`config.mk`:
```
export PLATFORM = sky130hd
export DESIGN_NAME = requant_unit
export DESIGN_NICKNAME = d
export VERILOG_FILES = /design/src/rtl/npu_pkg.sv /design/src/rtl/requant_sat.sv /design/src/rtl/requant_unit.sv
export SDC_FILE = /design/constraint.sdc
export NUM_CORES = 2
export LEC_CHECK = 0
export CAP_MARGIN = 20
export CORE_MARGIN = 3
export CORE_UTILIZATION = 57
export DETAILED_ROUTE_END_ITERATION = 8
export PLACE_DENSITY_LB_ADDON = 0.05
export SYNTH_ARGS = -nofsm -noshare
export SYNTH_HDL_FRONTEND = slang
export SYNTH_SLANG_ARGS = --single-unit
```
`constraint.sdc`:
```
create_clock -name clk -period 7.7 [get_ports clk]
set_input_delay 1.925 -clock clk [delete_from_list [all_inputs] [get_ports clk]]
set_output_delay 1.925 -clock clk [all_outputs]
set_load 0.01 [all_outputs]
```
`src/rtl/npu_pkg.sv`:
```
// Shared NPU constants, the per-beat requantisation config record and a
// shift-capping helper used by the requantisation output stage.
package npu_pkg;

    localparam int ACC_WIDTH   = 32;
    localparam int MULT_WIDTH  = 16;
    localparam int SHIFT_WIDTH = 6;
    localparam int OUT_WIDTH   = 8;

    // Full-precision product and the one-bit-wider rounding sum.
    localparam int PROD_WIDTH  = ACC_WIDTH + MULT_WIDTH;
    localparam int ROUND_WIDTH = PROD_WIDTH + 1;
    localparam int MAX_SHIFT   = PROD_WIDTH - 1;

    localparam int INT8_MAX = 127;
    localparam int INT8_MIN = -128;

    typedef struct packed {
        logic signed [MULT_WIDTH-1:0]  mult;
        logic        [SHIFT_WIDTH-1:0] shift;
        logic signed [OUT_WIDTH-1:0]   zero_point;
        logic                          relu_en;
    } requant_cfg_t;

    // Shifting a 48-bit product by more than 47 gives nothing new, so cap it.
    function automatic logic [SHIFT_WIDTH-1:0] cap_shift(input logic [SHIFT_WIDTH-1:0] s);
        return (s > SHIFT_WIDTH'(MAX_SHIFT)) ? SHIFT_WIDTH'(MAX_SHIFT) : s;
    endfunction

endpackage

```
`src/rtl/requant_sat.sv`:
```
// Final output stage: optional ReLU, zero-point add and INT8 saturation.
// Purely combinational so it can be dropped into other output paths.
module requant_sat
    import npu_pkg::*;
#(
    parameter int IN_WIDTH = ROUND_WIDTH
) (
    input  logic signed [IN_WIDTH-1:0]  r_in,
    input  logic                        relu_en,
    input  logic signed [OUT_WIDTH-1:0] zero_point,
    output logic signed [OUT_WIDTH-1:0] data_out,
    output logic                        sat_out
);

    localparam int V_WIDTH = IN_WIDTH + 1;
    localparam logic signed [V_WIDTH-1:0] V_MAX = V_WIDTH'(INT8_MAX);
    localparam logic signed [V_WIDTH-1:0] V_MIN = V_WIDTH'(INT8_MIN);

    logic signed [IN_WIDTH-1:0] r_relu;
    logic signed [V_WIDTH-1:0]  v;

    // ReLU, widen and add zero point, then clamp to the INT8 range.
    always_comb begin
        r_relu   = r_in;
        sat_out  = 1'b0;
        if (relu_en && r_in[IN_WIDTH-1]) begin
            r_relu = '0;
        end
        v        = V_WIDTH'(r_relu) + V_WIDTH'(zero_point);
        data_out = v[OUT_WIDTH-1:0];
        if (v > V_MAX) begin
            data_out = OUT_WIDTH'(INT8_MAX);
            sat_out  = 1'b1;
        end else if (v < V_MIN) begin
            data_out = OUT_WIDTH'(INT8_MIN);
            sat_out  = 1'b1;
        end
    end

endmodule

```
`src/rtl/requant_unit.sv`:
```
// Requantisation unit: INT32 accumulator -> scaled, rounded, ReLU'd, zero-point
// shifted, INT8-saturated result. Three-stage valid/ready pipeline with one
// global advance signal. Optional saturation counter under REQUANT_STATS_EN.
module requant_unit
    import npu_pkg::*;
(
    input  logic                          clk,
    input  logic                          rst_n,
    input  logic                          in_valid,
    output logic                          in_ready,
    input  logic signed [ACC_WIDTH-1:0]   in_acc,
    input  logic signed [MULT_WIDTH-1:0]  cfg_mult,
    input  logic        [SHIFT_WIDTH-1:0] cfg_shift,
    input  logic signed [OUT_WIDTH-1:0]   cfg_zero_point,
    input  logic                          cfg_relu_en,
    output logic                          out_valid,
    input  logic                          out_ready,
    output logic signed [OUT_WIDTH-1:0]   out_data,
    output logic                          out_sat,
    input  logic                          stats_clear,
    output logic [15:0]                   sat_count
);

    requant_cfg_t in_cfg;
    logic         advance;

    logic                          s1_valid_q, s1_valid_d;
    logic signed [PROD_WIDTH-1:0]  s1_prod_q, s1_prod_d;
    logic        [SHIFT_WIDTH-1:0] s1_shift_q, s1_shift_d;
    logic signed [OUT_WIDTH-1:0]   s1_zp_q, s1_zp_d;
    logic                          s1_relu_q, s1_relu_d;

    logic                          s2_valid_q, s2_valid_d;
    logic signed [ROUND_WIDTH-1:0] s2_r_q, s2_r_d;
    logic signed [OUT_WIDTH-1:0]   s2_zp_q, s2_zp_d;
    logic                          s2_relu_q, s2_relu_d;

    logic                          s3_valid_q, s3_valid_d;
    logic signed [OUT_WIDTH-1:0]   out_data_q, out_data_d;
    logic                          out_sat_q, out_sat_d;

    logic signed [PROD_WIDTH-1:0]  prod;
    logic        [SHIFT_WIDTH-1:0] sh;
    logic signed [ROUND_WIDTH-1:0] r_ext, bias, round_sum, round_r;
    logic signed [OUT_WIDTH-1:0]   sat_data;
    logic                          sat_flag;

    assign in_cfg = '{mult: cfg_mult, shift: cfg_shift,
                      zero_point: cfg_zero_point, relu_en: cfg_relu_en};

    assign advance   = !s3_valid_q || out_ready;
    assign in_ready  = advance;
    assign out_valid = s3_valid_q;
    assign out_data  = out_data_q;
    assign out_sat   = out_sat_q;

    // S1 multiply and S2 round-half-up arithmetic shift (49-bit sum cannot overflow).
    always_comb begin
        prod      = PROD_WIDTH'(in_acc) * PROD_WIDTH'($signed(in_cfg.mult));
        sh        = cap_shift(s1_shift_q);
        r_ext     = {s1_prod_q[PROD_WIDTH-1], s1_prod_q};
        bias      = '0;
        if (sh != '0) begin
            bias = ROUND_WIDTH'(1) << (sh - 6'd1);
        end
        round_sum = r_ext + bias;
        round_r   = (sh == '0) ? r_ext : (round_sum >>> sh);
    end

    requant_sat #(.IN_WIDTH(ROUND_WIDTH)) u_sat (
        .r_in       (s2_r_q),
        .relu_en    (s2_relu_q),
        .zero_point (s2_zp_q),
        .data_out   (sat_data),
        .sat_out    (sat_flag)
    );

    // Pipeline next state: everything holds unless advancing; bubbles leave data alone.
    always_comb begin
        s1_valid_d = s1_valid_q;
        s1_prod_d  = s1_prod_q;
        s1_shift_d = s1_shift_q;
        s1_zp_d    = s1_zp_q;
        s1_relu_d  = s1_relu_q;
        s2_valid_d = s2_valid_q;
        s2_r_d     = s2_r_q;
        s2_zp_d    = s2_zp_q;
        s2_relu_d  = s2_relu_q;
        s3_valid_d = s3_valid_q;
        out_data_d = out_data_q;
        out_sat_d  = out_sat_q;
        if (advance) begin
            s1_valid_d = in_valid;
            if (in_valid) begin
                s1_prod_d  = prod;
                s1_shift_d = in_cfg.shift;
                s1_zp_d    = in_cfg.zero_point;
                s1_relu_d  = in_cfg.relu_en;
            end
            s2_valid_d = s1_valid_q;
            if (s1_valid_q) begin
                s2_r_d    = round_r;
                s2_zp_d   = s1_zp_q;
                s2_relu_d = s1_relu_q;
            end
            s3_valid_d = s2_valid_q;
            if (s2_valid_q) begin
                out_data_d = sat_data;
                out_sat_d  = sat_flag;
            end
        end
    end

    // Pipeline registers; reset discards every in-flight beat.
    always_ff @(posedge clk or negedge rst_n) begin
        if (!rst_n) begin
            s1_valid_q <= 1'b0;
            s1_prod_q  <= '0;
            s1_shift_q <= '0;
            s1_zp_q    <= '0;
            s1_relu_q  <= 1'b0;
            s2_valid_q <= 1'b0;
            s2_r_q     <= '0;
            s2_zp_q    <= '0;
            s2_relu_q  <= 1'b0;
            s3_valid_q <= 1'b0;
            out_data_q <= '0;
            out_sat_q  <= 1'b0;
        end else begin
            s1_valid_q <= s1_valid_d;
            s1_prod_q  <= s1_prod_d;
            s1_shift_q <= s1_shift_d;
            s1_zp_q    <= s1_zp_d;
            s1_relu_q  <= s1_relu_d;
            s2_valid_q <= s2_valid_d;
            s2_r_q     <= s2_r_d;
            s2_zp_q    <= s2_zp_d;
            s2_relu_q  <= s2_relu_d;
            s3_valid_q <= s3_valid_d;
            out_data_q <= out_data_d;
            out_sat_q  <= out_sat_d;
        end
    end

`ifdef REQUANT_STATS_EN
    logic [15:0] sat_count_q, sat_count_d;

    // Count saturated handshakes, sticking at all-ones; clear wins over increment.
    always_comb begin
        sat_count_d = sat_count_q;
        if (stats_clear) begin
            sat_count_d = '0;
        end else if (s3_valid_q && out_ready && out_sat_q && (sat_count_q != 16'hFFFF)) begin
            sat_count_d = sat_count_q + 16'd1;
        end
    end

    // Saturation counter register.
    always_ff @(posedge clk or negedge rst_n) begin
        if (!rst_n) begin
            sat_count_q <= '0;
        end else begin
            sat_count_q <= sat_count_d;
        end
    end

    assign sat_count = sat_count_q;
`else
    logic unused_stats_clear;
    assign unused_stats_clear = stats_clear;
    assign sat_count          = '0;
`endif

endmodule

```
Word level (Yosys, flattened, before mapping)
Index checks and enable logic that the tools add are counted.
Word-level totals
  output and inout port bits: 27
  word-level logic and storage cells: 37
  flip-flop bits (word level): 133
Cells by class
  shift operators: 2
  $mul: 1
  add/subtract/negate cells: 3
  mux-type cells: 8
  magnitude comparators: 3
  reductions and logical operators: 8
Operator list (number)
  $mux 49: 3
  $add 49x8->50: 1
  $gt 50x8->1 const B: 1
  $lt 50x8->1 const B: 1
  $add 48x49->49: 1
  $shl 1x6->49 const A: 1
  $sshr 49x6->49: 1
  $mul 32x16->48: 1
  $mux 8: 2
  $gt 6x6->1 const B: 1
  $logic_not 6->1: 1
  $mux 6: 1
  $reduce_and 2->1: 3
  $reduce_bool 6->1: 1
  $sub 6x1->6 const B: 1
  $mux 1: 2
  $logic_and 1x1->1: 1
  $logic_not 1->1: 1
  $logic_or 1x1->1: 1

Longest topological paths before layout
  word-level depth: 8
  gate-level depth with buffers: 28

By module
From an unflattened synthesis, not the netlist that was laid out.
Second synthesis, totals
  cells, all modules: 4412
  area total of the unflattened synthesis: 35188.7 sq um
Modules (own cells, without submodules)
  requant_unit: cells each 3754, area each 30744.5 sq um, times used 1
  requant_sat: cells each 658, area each 4444.3 sq um, times used 1

Least setup slack after synthesis
OpenSTA, ideal clock, no wires.
  path kind: in2reg
  start point: input in_acc[19]
  end point: register s1_prod_q[43]
  data required time: 7.564 ns
  cell stages on the path: 25
  path slack: -0.617 ns
  path buffers: 1
  library setup time: 0.136 ns
  arrival time: 8.181 ns
  path through: clkbuf_1 > nand2_1 > fa_1 > fa_1 > fa_1 > inv_1 > fa_1 > fa_1 > inv_1 > fa_1 > inv_1 > ha_1 > a21o_1 > a21o_1 > a21o_1 > a21o_1 > a211oi_1 > a21o_1 > a21oi_1 > a211o_1 > a41oi_1 > o21bai_1 > a41oi_1 > mux2i_1 > o211ai_1
Between the ends
  word-level cells in the longest chain between the ends: 1
RTL lines
  start, declared: RTL line requant_unit.sv:11  | input logic signed [ACC_WIDTH-1:0] in_acc,
  $mul 32x16->48: RTL line requant_unit.sv:59  | prod = PROD_WIDTH'(in_acc) * PROD_WIDTH'($signed(in_cfg.mult));
  end signal, assigned: RTL line requant_unit.sv:131  | s1_prod_q <= s1_prod_d;
  end, declared: RTL line requant_unit.sv:28  | logic signed [PROD_WIDTH-1:0] s1_prod_q, s1_prod_d;
Every way passes these cells.
A chain may end at the register's enable or synchronous reset.

Worst setup path after layout
  start point: input cfg_mult[10]
  end point: register s1_prod_q[44]
Between the ends
  word-level cells in the longest chain between the ends: 1
RTL lines
  start, declared: RTL line requant_unit.sv:12  | input logic signed [MULT_WIDTH-1:0] cfg_mult,
  $mul 32x16->48: RTL line requant_unit.sv:59
Every way passes these cells.

==> flow_summary.toml <==
[place]
dp.cells = 5167
hpwlAfterDp_mm = 88.2
dpl_cell_area_sq_um = 37400
gp_congestion = 1.04
io_buffers = 77

[sta]
hold_viol_final = 0
max_slew.worst_pin.slew_ns = 1.16
min_period_ns = 8.03
setup_viol = 9
rsz0062_at_grt = "true"
final_max_slew_viol_count = 0
timing.final.ws_setup_ns = -0.329
fin_crit_sh = 1.04
maxClockFrequency_mhz = 125
timing.setup.tns_ns = -1.12
clock_skew_ns = 0.0178
slew_headroom = 0.226

[min_path]
hold_path.class = "flip-flop to flip-flop"
hold_path_startpoint = "s2_valid_q"

[die]
rows = 88
start_util = 0.580
die_area_sq_um = 62200
die_h_um = 249
io_pins = 95
core_area_sq_um = 58100
fp.dieW_um = 249

[routing]
ant_nets = 0
drt_pass1_iterations = 8
drt_iter0_markers = 3084
drc = 0
via_per_inst = 6.03
route.vias.total = 32000
finalWirelength_mm = 115
wire_per_inst_um = 21.6

[outcome]
status = "complete, but fails checks"
violations = "negative setup slack"

[clock_tree]
htreeDepth = 4
cts_root_buffer = "clkbuf_16"
clock-sinks = 133
cts_tree = "built"
cts_inserted_buffers = 17
postCtsHoldBufs = 0
clock_path_buffers = 2
clk_latency_ns = 0.46
clk_pin_slew_ns = 0.07

[finish]
nNetsFinal = 5301
final_cell_count_no_fill = 5315
fin_util = 0.687
final_area_sq_um = 40000
area_growth_pct = 18.4
drive_gt1_frac = 0.168

[worst_setup_path]
worstSetupStartpointType = "input pin"
critPathMaxFanout = 5
crit_type = "input pin to flip-flop"
worst_path_most_repeated_cell = "fa_1"
startpoint = "cfg_mult[10]"
crit_arrival_ns = 8.35
slowest_delay_ns = 0.58
r2r_start = "s1_shift_q[4]"
crit_path_top_delay_cell = "fa_1"
required_ns = 8.02
setup.worst_path.end_class = "flip-flop"

[global_routing]
first_global_vias = 31300
overflow = 0
antenna_found_initial = 3
grt_pass1_wl_mm = 178
grt_use_total = 0.361
grt_max_degree = 89

[synth]
netlist_area_sq_um = 33700
synth.distinct_cells = 97
ys.flop_type = "dfrtp_1"
synth_warnings = 0
synth_seq_cells = 133
synth_edf_count = 0
synth_most_common_cell = "inv_1"
synthArstFlopShare = 1.00
netlist_top_cells_area = "fa_1 (29%), dfrtp_1 (9.9%), ha_1 (7.8%)"
synth_largest_area_cell = "fa_1"
syn_inst = 4233
ys_seq_area_frac = 0.0986
avgSynthCellArea_sq_um = 7.97
synth_top_area_frac = 0.290
yosys-top-cells-count = "inv_1 (615), nand2_1 (583), fa_1 (488)"

[flow_run]
cap_violations = 0
==> what timing repair did <==
item | CTS | global route
gates resized for setup | 234 | 240
buffers inserted | 76 | 31
cloned | 11 | 4
endpoints found under the setup margin | 18 | 21
pin swaps | 107 | 142
==> registers in the layout, indices dropped and copies added (netlist names), 6 cells and up <==
| register | cells |
|---|---|
| s1_shift_q | 6 |
| s2_zp_q | 8 |
| s1_zp_q | 8 |
| s1_prod_q | 48 |
| out_data | 8 |
| s2_r_q | 49 |
==> metal layers <==
layer	vias to the layer above	wire length, um	track usage	share of wire
met1	15500	46600	0.488	0.41
met4	4	7170	0.174	0.063
met2	1594	50900	0.564	0.44
met3	413	10000	0.0639	0.087
li1	14500	-	-	-
met5	-	23	0	0.00020
==> cell families (layout without fill, tap and decap cells) <==
group / after synthesis / after routing / synth area share
other: 1 / 20 / 0.000111
AND/OR/NAND/NOR: 1460 / 1460 / 0.208
AO/OA/AOI/OAI: 880 / 880 / 0.170
adder cells (fa/ha/maj): 699 / 699 / 0.368
multiplexers: 80 / 80 / 0.0258
XOR/XNOR: 123 / 123 / 0.0319
buffers and inverters: 857 / 1155 / 0.0980
flip-flops: 133 / 133 / 0.0986
==> area by class of cell <==
cell class,instances,area (sq um)
multi-input combinational,3259,28000
fill,4867,18200
timing repair buffer,505,4790
sequential,133,3330
inverter,618,2330
tap,765,957
clock buffer,18,439
clock inverter,14,130
antenna,3,7.51
==> layout by cell type (no fill, tap or decap), drive strengths merged, types with 85 or more instances in the layout <==
cell type | netlist | routed
a21o | 85 | 85
a21oi | 226 | 226
and2 | 272 | 272
buf | 47 | 452
dfrtp | 133 | 133
fa | 488 | 488
ha | 211 | 211
inv | 617 | 628
nand2 | 583 | 583
nor2 | 231 | 231
nor3 | 85 | 85
o21ai | 217 | 217
==> worst max-delay path: cells and delay by family <==
family          cells  cell delay [ns]
buf+inv             6             0.48
compound gates      8             1.58
simple gates        6             1.04
fa+ha+maj           7             3.31
==> final timing paths <==
check,slack [ns],endpoint,depth (start not counted)
max,-0.33,s1_prod_q[44],27
min,0.47,out_valid,2
max reg2reg,1.10,s2_r_q[44],19
min reg2reg,0.47,out_valid,2
max in group asynchronous,4.80,out_data[7],2
min in group asynchronous,1.44,s1_prod_q[2],1
==> stage by stage <==
| stage | worst slack, ns | hold slack, ns |
|---|---|---|
| floorplan | -0.148 | 0.428 |
| global placement | -1.05 | 0.444 |
| detailed placement | -1.14 | 0.457 |
| CTS | -0.265 | 0.473 |
| global route | -0.516 | 0.497 |
| finish | -0.329 | 0.470 |
Power is not shown: default switching activity piles up to over one toggle a cycle in this logic, so the estimate is an artifact.
